### config.mk
export PLATFORM = sky130hd
export DESIGN_NAME = uart_rx_cfg
export DESIGN_NICKNAME = d
export VERILOG_FILES = /design/src/rtl/uart_rx_cfg.sv
export SDC_FILE = /design/constraint.sdc
export NUM_CORES = 1
export LEC_CHECK = 0
export CORE_UTILIZATION = 50
export DETAILED_ROUTE_END_ITERATION = 10
export PLACE_DENSITY = 0.69
export SKIP_CTS_REPAIR_TIMING = 1
export SYNTH_ARGS = -nofsm -noshare
export SYNTH_HDL_FRONTEND = slang
export SYNTH_SLANG_ARGS = --single-unit
### constraint.sdc
create_clock -name clk -period 2.5 [get_ports clk]
set_clock_uncertainty 0.05 [all_clocks]
set_input_delay 0.5 -clock clk [delete_from_list [all_inputs] [get_ports clk]]
set_output_delay 0.5 -clock clk [all_outputs]
set_load 0.05 [all_outputs]
### src/rtl/uart_rx_cfg.sv
`timescale 1ns/1ps
`default_nettype none
// ============================================================================
//  Module      : uart_rx_cfg
//  Description : Configurable oversampling UART receiver with majority-vote
//                bit resolution, optional even/odd parity, one or two stop
//                bits, break detection and a first-word fall-through receive
//                FIFO carrying {parity_err, framing_err, data} per entry.
//  Ports       : clk, rst (async, active high)
//                uart_rxd            - serial line, idle high (asynchronous)
//                uart_mode[1:0]      - 00/11 none, 01 even, 10 odd parity
//                uart_stop2          - 0: one stop bit, 1: two stop bits
//                uart_rd_data/err    - FIFO head character and flags
//                uart_rd_valid/ready - FIFO head handshake
//                uart_overrun(_clr)  - sticky drop flag and its clear
//                fifo_count          - occupied FIFO entries
//                uart_ready          - receiver out of reset
//  Revision    : 1.0 - initial release
// ============================================================================
module uart_rx_cfg #(
    parameter int CLK_FREQ   = 100000000,
    parameter int BAUD_RATE  = 115200,
    parameter int DATA_BITS  = 8,
    parameter int OVERSAMPLE = 16,
    parameter int FIFO_DEPTH = 16
) (
    input  logic                          clk,
    input  logic                          rst,
    input  logic                          uart_rxd,
    input  logic [1:0]                    uart_mode,
    input  logic                          uart_stop2,
    output logic [DATA_BITS-1:0]          uart_rd_data,
    output logic [1:0]                    uart_rd_err,
    output logic                          uart_rd_valid,
    input  logic                          uart_rd_ready,
    output logic                          uart_overrun,
    input  logic                          uart_overrun_clr,
    output logic [$clog2(FIFO_DEPTH):0]   fifo_count,
    output logic                          uart_ready
);

    localparam int c_div_raw = (CLK_FREQ + (BAUD_RATE * OVERSAMPLE) / 2) / (BAUD_RATE * OVERSAMPLE);
    localparam int c_divisor = (c_div_raw < 1) ? 1 : c_div_raw;
    localparam int c_div_w   = $clog2(c_divisor + 1);
    localparam int c_os_w    = $clog2(OVERSAMPLE);
    localparam int c_bc_w    = $clog2(DATA_BITS);
    localparam int c_aw      = $clog2(FIFO_DEPTH);
    localparam int c_ww      = DATA_BITS + 2;

    localparam logic [c_os_w-1:0] c_idx_lo   = c_os_w'(OVERSAMPLE / 2 - 1);
    localparam logic [c_os_w-1:0] c_idx_mid  = c_os_w'(OVERSAMPLE / 2);
    localparam logic [c_os_w-1:0] c_idx_hi   = c_os_w'(OVERSAMPLE / 2 + 1);
    localparam logic [c_os_w-1:0] c_idx_last = c_os_w'(OVERSAMPLE - 1);

    localparam logic [2:0] c_st_idle   = 3'd0;
    localparam logic [2:0] c_st_start  = 3'd1;
    localparam logic [2:0] c_st_data   = 3'd2;
    localparam logic [2:0] c_st_parity = 3'd3;
    localparam logic [2:0] c_st_stop1  = 3'd4;
    localparam logic [2:0] c_st_stop2  = 3'd5;
    localparam logic [2:0] c_st_break  = 3'd6;

    logic                  r_sync1, r_sync2, r_rx_prev;
    logic [c_div_w-1:0]    r_div_cnt;
    logic [c_os_w-1:0]     r_os_cnt;
    logic [c_os_w-1:0]     r_idle_cnt;
    logic [1:0]            r_samp;
    logic [2:0]            r_state;
    logic                  r_armed;
    logic [1:0]            r_mode;
    logic                  r_stop2;
    logic [c_bc_w-1:0]     r_bit_cnt;
    logic [DATA_BITS-1:0]  r_shift;
    logic                  r_fe, r_pe;
    logic                  r_wr_en;
    logic [c_ww-1:0]       r_wr_word;
    logic                  r_ready;

    logic [c_ww-1:0]       r_mem [FIFO_DEPTH];
    logic [c_aw-1:0]       r_wr_ptr, r_rd_ptr;
    logic [c_aw:0]         r_count;
    logic                  r_overrun;

    logic w_fall, w_start, w_tick, w_resolve, w_maj, w_par_en;
    logic w_frame_end, w_fe_final, w_full, w_pop, w_push;
    logic [c_ww-1:0] w_head;

    // Two-flop synchronizer plus one history flop for edge detection.
    always_ff @(posedge clk or posedge rst) begin
        if (rst) begin
            r_sync1   <= 1'b1;
            r_sync2   <= 1'b1;
            r_rx_prev <= 1'b1;
        end else begin
            r_sync1   <= uart_rxd;
            r_sync2   <= r_sync1;
            r_rx_prev <= r_sync2;
        end
    end

    assign w_fall  = r_rx_prev & ~r_sync2;
    assign w_start = (r_state == c_st_idle) & r_armed & w_fall;
    assign w_tick  = (r_div_cnt == c_div_w'(c_divisor - 1));

    // Tick counter restarts at the start edge so the bit grid aligns to it.
    // r_os_cnt holds the in-bit index of the next tick; the edge itself is index 0.
    always_ff @(posedge clk or posedge rst) begin
        if (rst) begin
            r_div_cnt <= '0;
            r_os_cnt  <= '0;
        end else begin
            if (w_start || w_tick) r_div_cnt <= '0;
            else                   r_div_cnt <= r_div_cnt + 1'b1;
            if (w_start)           r_os_cnt <= c_os_w'(1);
            else if (w_tick)       r_os_cnt <= (r_os_cnt == c_idx_last) ? '0 : r_os_cnt + 1'b1;
        end
    end

    // Third vote is taken live from the synchronizer on the resolving tick.
    assign w_maj     = (r_samp[1] & r_samp[0]) | (r_samp[1] & r_sync2) | (r_samp[0] & r_sync2);
    assign w_resolve = w_tick & (r_os_cnt == c_idx_hi) &
                       (r_state != c_st_idle) & (r_state != c_st_break);
    assign w_par_en  = r_mode[0] ^ r_mode[1];
    assign w_frame_end = w_resolve & (((r_state == c_st_stop1) & ~r_stop2) | (r_state == c_st_stop2));
    assign w_fe_final  = ((r_state == c_st_stop2) & r_fe) | ~w_maj;

    always_ff @(posedge clk or posedge rst) begin
        if (rst) begin
            r_state    <= c_st_idle;
            r_samp     <= 2'b11;
            r_armed    <= 1'b0;
            r_idle_cnt <= '0;
            r_mode     <= 2'b00;
            r_stop2    <= 1'b0;
            r_bit_cnt  <= '0;
            r_shift    <= '0;
            r_fe       <= 1'b0;
            r_pe       <= 1'b0;
            r_wr_en    <= 1'b0;
            r_wr_word  <= '0;
            r_ready    <= 1'b0;
        end else begin
            r_ready <= 1'b1;
            r_wr_en <= w_frame_end;
            if (w_frame_end) r_wr_word <= {r_pe, w_fe_final, r_shift};

            // A start is accepted only after a full bit time of idle-high line,
            // so a frame interrupted by reset cannot be picked up mid-way.
            if (!r_sync2) begin
                r_idle_cnt <= '0;
            end else if (w_tick && !r_armed) begin
                if (r_idle_cnt == c_idx_last) r_armed <= 1'b1;
                r_idle_cnt <= r_idle_cnt + 1'b1;
            end

            if (w_tick && (r_os_cnt == c_idx_lo || r_os_cnt == c_idx_mid))
                r_samp <= {r_samp[0], r_sync2};

            case (r_state)
                c_st_idle: begin
                    if (w_start) begin
                        r_state   <= c_st_start;
                        r_mode    <= uart_mode;
                        r_stop2   <= uart_stop2;
                        r_fe      <= 1'b0;
                        r_pe      <= 1'b0;
                        r_bit_cnt <= '0;
                    end
                end
                c_st_start: begin
                    if (w_resolve) r_state <= w_maj ? c_st_idle : c_st_data;
                end
                c_st_data: begin
                    if (w_resolve) begin
                        r_shift <= {w_maj, r_shift[DATA_BITS-1:1]};
                        if (r_bit_cnt == c_bc_w'(DATA_BITS - 1)) begin
                            r_bit_cnt <= '0;
                            r_state   <= w_par_en ? c_st_parity : c_st_stop1;
                        end else begin
                            r_bit_cnt <= r_bit_cnt + 1'b1;
                        end
                    end
                end
                c_st_parity: begin
                    // Odd mode (10) expects the inverse of the data XOR.
                    if (w_resolve) begin
                        r_pe    <= w_maj ^ (^r_shift) ^ r_mode[1];
                        r_state <= c_st_stop1;
                    end
                end
                c_st_stop1, c_st_stop2: begin
                    if (w_resolve) begin
                        if (r_state == c_st_stop1 && r_stop2) begin
                            r_fe    <= ~w_maj;
                            r_state <= c_st_stop2;
                        end else if (w_fe_final && (r_shift == '0) && !r_sync2) begin
                            r_state <= c_st_break;
                        end else begin
                            r_state <= c_st_idle;
                        end
                    end
                end
                c_st_break: begin
                    if (r_sync2) r_state <= c_st_idle;
                end
                default: r_state <= c_st_idle;
            endcase
        end
    end

    // Receive FIFO: a full FIFO still accepts a write when the head pops in
    // the same cycle, since the slot being written is the one being freed.
    assign w_full = (r_count == (c_aw + 1)'(FIFO_DEPTH));
    assign w_pop  = uart_rd_valid & uart_rd_ready;
    assign w_push = r_wr_en & (~w_full | w_pop);

    always_ff @(posedge clk) begin
        if (w_push) r_mem[r_wr_ptr] <= r_wr_word;
    end

    always_ff @(posedge clk or posedge rst) begin
        if (rst) begin
            r_wr_ptr  <= '0;
            r_rd_ptr  <= '0;
            r_count   <= '0;
            r_overrun <= 1'b0;
        end else begin
            if (w_push) r_wr_ptr <= r_wr_ptr + 1'b1;
            if (w_pop)  r_rd_ptr <= r_rd_ptr + 1'b1;
            if (w_push && !w_pop)      r_count <= r_count + 1'b1;
            else if (!w_push && w_pop) r_count <= r_count - 1'b1;
            if (r_wr_en && w_full && !w_pop) r_overrun <= 1'b1;
            else if (uart_overrun_clr)       r_overrun <= 1'b0;
        end
    end

    assign w_head        = r_mem[r_rd_ptr];
    assign uart_rd_valid = (r_count != '0);
    assign uart_rd_data  = uart_rd_valid ? w_head[DATA_BITS-1:0] : '0;
    assign uart_rd_err   = uart_rd_valid ? w_head[c_ww-1:DATA_BITS] : 2'b00;
    assign uart_overrun  = r_overrun;
    assign fifo_count    = r_count;
    assign uart_ready    = r_ready;

endmodule
`default_nettype wire
Word level (Yosys, flattened, before mapping). Memories as Yosys holds them, arrays and structs flattened. Index checks and enable logic that the tools add are counted. W data, S select, Z words.

Output and inout bits: 18. Word-level logic and storage cells: 151. ROM bits: 0. RAM bits: 160. Memories kept: 1. Latch bits: 0. Bits in registers: 65.

Memory list: r_mem (depth 16, bits a word 10, read ports 1, clocked after memory_dff 0, wr ports 1, line 79) `logic [c_ww-1:0] r_mem [FIFO_DEPTH];`.

Multiplexer cells: 36. Add/sub/neg operators: 8. Shift operators: 0. $lt $le $gt $ge: 0. Bitwise operators: 26. Equality and inequality tests: 24. Reductions and logical operators: 34. Divide/modulo/power cells: 0. Multipliers: 0.

Operator list (count): $mux W3 (13); $mux W4 (5); $pmux W3 S6 (1); $add A4 B1 Y4 const B (4); $eq A4 B4 Y1 const B (4); $ne A2 B2 Y1 const B (8); $and A1 B1 Y1 (14); $eq A3 B3 Y1 const B (4); $reduce_bool A2 Y1 (6); $mux W5 (2); $logic_and A1 B1 Y1 (9); $reduce_and A3 Y1 (3); $logic_not A8 Y1 (1); $mux W1 (8); $mux W8 (1); $reduce_xor A8 Y1 (1); $reduce_and A7 Y1 (1); $add A6 B1 Y6 const B (1); $eq A3 B2 Y1 const B (2); $eq A6 B6 Y1 const B (1); $mux W6 (1); $pmux W3 S2 (1); $add A5 B1 Y5 const B (1); $eq A5 B5 Y1 const B (1); 19 further kinds (35).

Longest topological paths before layout.
Depth in word-level cells: 11. Depth in mapped cells: 11. Gate-level depth less buffers: 11.

Worst setup path before layout. Ideal clock, no wire load.

Path kind: register -> register. From: reg r_count[0] (netlist: fifo_count[0]). To: reg r_count[4] (netlist: fifo_count[4]). Path buffers: 0. Stages on the path, launching flop included: 12. Clock period less this slack: 3183 ps. Setup slack: -683 ps. Arrival: 2991 ps. Path through: dfrtp_1 -> nor4_1 -> nand2b_1 -> and2_1 -> inv_1 -> ha_1 -> inv_1 -> ha_1 -> a21o_1 -> a21oi_1 -> mux2i_1 -> xnor2_1.

Word-level cells in the longest chain between the ends: 7. Elaborated cells between the ends (all ways): 15. Classes of those cells: add/sub (2); eq/ne (1); mux (2); bitwise (4); reduce/logical (6).

Ends and longest elaborated chain: start: declaration (line 81) `logic [c_aw:0] r_count;`; start signal: assignment (line 230) `if (w_push && !w_pop) r_count <= r_count + 1'b1;`; start signal: assignment (line 231) `else if (!w_push && w_pop) r_count <= r_count - 1'b1;`; $reduce_bool A5 Y1 * (line 238) `assign uart_rd_valid = (r_count != '0);`; named net uart_rd_valid (line 34) `output logic uart_rd_valid,`; $and A1 B1 Y1 * (line 214) `assign w_pop = uart_rd_valid & uart_rd_ready;`; $or A1 B1 Y1 (line 215) `assign w_push = r_wr_en & (~w_full | w_pop);`; $and A1 B1 Y1 (line 215); $logic_not A1 Y1 (line 231); $logic_and A1 B1 Y1 (line 231); $reduce_bool A2 Y1 (no source line).

Mark *: on every way through the listed nets, which the timed path passes. The rest lies on a longest branch. The select of a mux whose other input is x is not followed. A chain may end at the register's enable or synchronous reset.

Worst setup path after layout.
From: reg r_rd_ptr[0]. To: out uart_rd_err[0].

Word-level cells in the longest chain between the ends: 2.

Ends and longest elaborated chain: start: declaration (line 80) `logic [c_aw-1:0] r_wr_ptr, r_rd_ptr;`; start signal: assignment (line 229) `if (w_pop) r_rd_ptr <= r_rd_ptr + 1'b1;`; $mem_v2 Z16 W10; $mux W2 (line 240) `assign uart_rd_err = uart_rd_valid ? w_head[c_ww-1:DATA_BITS] : 2'b00;`; end: declaration (line 33) `output logic [1:0] uart_rd_err,`.

No other way between the ends.

==> parameters.txt <==
Parameter                              Value

Worst setup path
  FF-to-FF End    fifo_count[4]
  Worst setup path endpoint    uart_rd_err[0]
  Startpoint of the most critical register-to-register path    fifo_count[1]
  Ordered list of cells on the worst path    buf_4 -> buf_12 -> mux4_2 -> mux2i_2 -> o22ai_2 -> buf_12
  Critical-path top delay cell    mux4_2
  Depth of the most critical reg-to-reg path    12
  Origin of the worst setup path    r_rd_ptr[0]
  Path length in cells of the critical path    6
  Type of the worst setup path    reg -> out
  Crit-path max FO    8
  Worst path bufs/invs    3
  Longest individual stage delay on the worst path    ~0.52 ns
  Arr. time, crit path    2.26 ns
  Endpoint kind of the worst setup timing path    primary output
  Slack of the worst reg-to-reg path    0.03 ns
  Data required, critical path    ~2 ns
  Startpoint type of the worst setup path    register
  Critical path's top delay family    multiplexers
  Most common cell on crit path    buf_12

Clock network
  Buffer depth of the longest clock path    3
  Depth of the CTS H-tree    1
  CTS Root Cell    clkbuf_16
  Clock tree from TritonCTS    done
  Clock slew at reported path FFs    ~0.060 ns
  Clock buffer count from CTS    23
  Number of clock sinks seen by CTS    225
  Clk Latency, worst-skew pair    0.50 ns

Timing
  Setup WS post-layout    -0.307 ns
  Final setup violation count    10
  Slew at the pin with the worst max-slew slack    0.603 ns
  Final Slew Violations    0
  Total count of hold-check failures in the final report    0
  Setup repair after global routing missed its margin    yes
  Slew headroom    approximately three fifths
  Maximum clock frequency    roughly 360 MHz
  Time the final worst path needs with I/O delays and setup    2.81 ns
  Final period util    112%

GRT
  All-Layer GR Usage    about a fifth
  First-pass GRT wire length    28.3 mm
  Number of global-route vias before repair    between 5,000 and 6,000
  Number of antenna violations at the first check in global routing    0
  Grt total ovfl    0
  Pin count of the biggest net entering global routing    66

Placement
  Placed cell count    836
  Post-placement cell area    ~10,000 sq um
  Weighted congestion at the end of routability-driven global placement    about 0.79
  Count of input and output buffers    25
  Worst slack, placed    -0.125 ns
  HPWL after DPL    11.3 mm

Logic synthesis
  Mean instance size in the synthesized netlist    ~16 sq um
  Largest area contributor in the synthesized netlist    edfxtp_1
  Fraction of post-synthesis cell area in the top cell type by area    about half
  Sequential element share of the synthesized area    a little under 70%
  Gate count of the mapped netlist    571
  Dominant cell by count in the synthesized netlist    edfxtp_1
  Area contributors post-synth    edfxtp_1 51%, dfrtp_1 16%, mux4_2 9.6%, ha_1 2.9%, mux2i_1 2.5%
  Most instantiated flip-flop cell in the synthesis netlist    edfxtp_1
  Mapped cell area    about 9400 sq um
  Number of nets produced by synthesis    between 600 and 700
  Synth top cells by count    160 x edfxtp_1, 60 x dfrtp_1, 40 x mux4_2
  Ys async rst share    just under 30%
  Number of distinct library cells after synthesis    between 50 and 60
  Yosys synthesis warning count    0
  #FFs+latches synth    225
  Post-synth EDFFs    160

Power and ir drop
  Total Power Consumption    7.20 mW
  Pwr/cell area    between 600 and 700 nW/um^2
  Total leakage power    about 4.5 nW
  Peak supply drop    between 0.5 and 0.6 mV

Detailed routing
  Initial drt markers    304
  Post-detailed-routing wire length    around 18 mm
  Router iterations before antenna repair    8
  Post-detailed-route count of antenna-violating nets    0
  Wire length per cell    20.4 microns
  Routed vias/inst    approximately 5.7
  Via count of the routed design    ~5,100
  Number of design rule violations left after detail routing    2

Final layout
  Final standard cell count with taps included and fillers excluded    890
  Final layout net count    about 680
  Area of all placed cells without fillers    roughly 12,000 sq um
  Fill count    1,273
  Share of post-route cells with drive strength above 1    a little under a third
  Antenna cell count    0
  Layout area overhead    22.7%

Floorplanning
  Die outline height    139 microns
  DIE AREA    approximately 19,000 sq um
  Placeable Area    ~18,000 sq um
  Initial Utilization    51.6%
  Die extent in x    139 microns
  Row count    between 40 and 50
  I/O pin count    26

Worst hold path
  Worst hold path class    reg -> reg
  Worst hold path depth    0

Flow run
  Maximum Capacitance Violations    0

Run status
  Outcome    finished, violations left
  Violated checks    design-rule violations, negative setup slack
layer usage:
layer | global-route usage (%) | vias to the layer above | part of all wire [%]
met5 | 0 | - | 0
met4 | 5.15 | 0 | 2.0
met3 | 2.62 | 30 | 4.3
met2 | 32.6 | 113 | 51
met1 | 25.6 | 2606 | 43
li1 | - | 2311 | -
sequential cells by signal, summed over array words and instances (netlist names):
| register | count |
|---|---|
| r_bit_cnt | 3 |
| r_shift | 8 |
| r_state | 3 |
| r_mode | 2 |
| r_armed | 1 |
| uart_ready | 1 |
| r_pe | 1 |
| r_mem | 160 |
| r_sync1 | 1 |
| uart_overrun | 1 |
| fifo_count | 5 |
| r_samp | 2 |
| r_os_cnt | 4 |
| r_sync2 | 1 |
| r_fe | 1 |
| r_rd_ptr | 4 |
| r_div_cnt | 6 |
| r_wr_word | 10 |
| r_rx_prev | 1 |
| r_idle_cnt | 4 |
| r_stop2 | 1 |
| r_wr_ptr | 4 |
| r_wr_en | 1 |
layout by cell type (no fill, tap or decap), types with 6 or more instances in the layout:
| master | netlist | final |
|---|---|---|
| a21oi_1 | 9 | 7 |
| and2_1 | 11 | 10 |
| and3_1 | 9 | 9 |
| buf_12 | 0 | 26 |
| buf_4 | 0 | 27 |
| clkbuf_16 | 0 | 26 |
| clkdlybuf4s50_1 | 0 | 14 |
| dfrtp_1 | 60 | 55 |
| edfxtp_1 | 160 | 160 |
| ha_1 | 22 | 17 |
| inv_1 | 26 | 23 |
| mux2_2 | 9 | 9 |
| mux2i_1 | 23 | 9 |
| mux2i_2 | 0 | 11 |
| mux4_2 | 40 | 40 |
| nand2_1 | 34 | 31 |
| nand4_1 | 6 | 6 |
| nor2_1 | 18 | 18 |
| o21ai_0 | 18 | 17 |
| o21ai_2 | 8 | 8 |
| o22ai_2 | 0 | 9 |
| xnor2_1 | 19 | 19 |
stage by stage:
stage          setup TNS (ns)  hold slack [ns]  utilization [%]
2_1_floorplan           -1.12            0.295                -
3_3_place_gp          -0.0669            0.298             57.3
3_5_place_dp           -0.316            0.302             57.3
4_1_cts                 -3.80            0.311             61.2
5_1_grt                 -3.52            0.318             63.3
6_report                -2.69            0.310             63.3
logic make-up (layout without fill, tap and decap cells):
logic type,Yosys count,in the layout,synth area share (%)
DFF,225,225,68.5
and+or+nand+nor,110,110,6.02
adders and majority gates,24,24,3.25
AOI/OAI and AO/OA,60,60,4.16
other,1,1,0.0399
muxes,74,74,13.4
xor gates and xnor gates,24,24,2.24
buffers and inverters,53,143,2.34
report_power, final:
part | leakage [nW] | total [mW] | switching, mW | internal [mW]
clock network | 0.340 | 3.19 | 1.36 | 1.83
registers | 2.71 | 3.97 | 0.00308 | 3.96
logic | 1.46 | 0.0430 | 0.0262 | 0.0168
total | 4.51 | 7.20 | 1.39 | 5.81
layout make-up:
type                    instances  area [sq um]  share of cell area, %
flip-flops and latches        225          6440                   55.9
multi-input cells             293          3000                   26.0
repair buffers                 74           987                   8.56
clock buffers                  29           608                   5.28
well taps                     229           287                   2.49
inverters                      27           106                  0.923
clock inverters                13          97.6                  0.847
how the worst min path moves through the flow:
stage | endpoint | slack [ns] | start
floorplan | r_sync2 | 0.30 | r_sync1
global placement | r_sync2 | 0.30 | r_sync1
detailed placement | r_sync2 | 0.30 | r_sync1
CTS | r_sync2 | 0.31 | r_sync1
global route | r_sync2 | 0.32 | r_sync1
finish | r_sync2 | 0.31 | r_sync1
worst register-to-register path: cells and delay by family (launching register included):
| family | cells | cell delay [ns] |
|---|---|---|
| flip-flops | 1 | 0.43 |
| XOR/XNOR | 1 | 0.13 |
| AO/OA/AOI/OAI | 2 | 0.29 |
| multiplexers | 1 | 0.23 |
| AND/OR/NAND/NOR | 3 | 0.60 |
| adder cells (fa/ha/maj) | 2 | 0.37 |
| buffers and inverters | 3 | 0.28 |
Note: power is estimated with default switching activity, not from simulation.
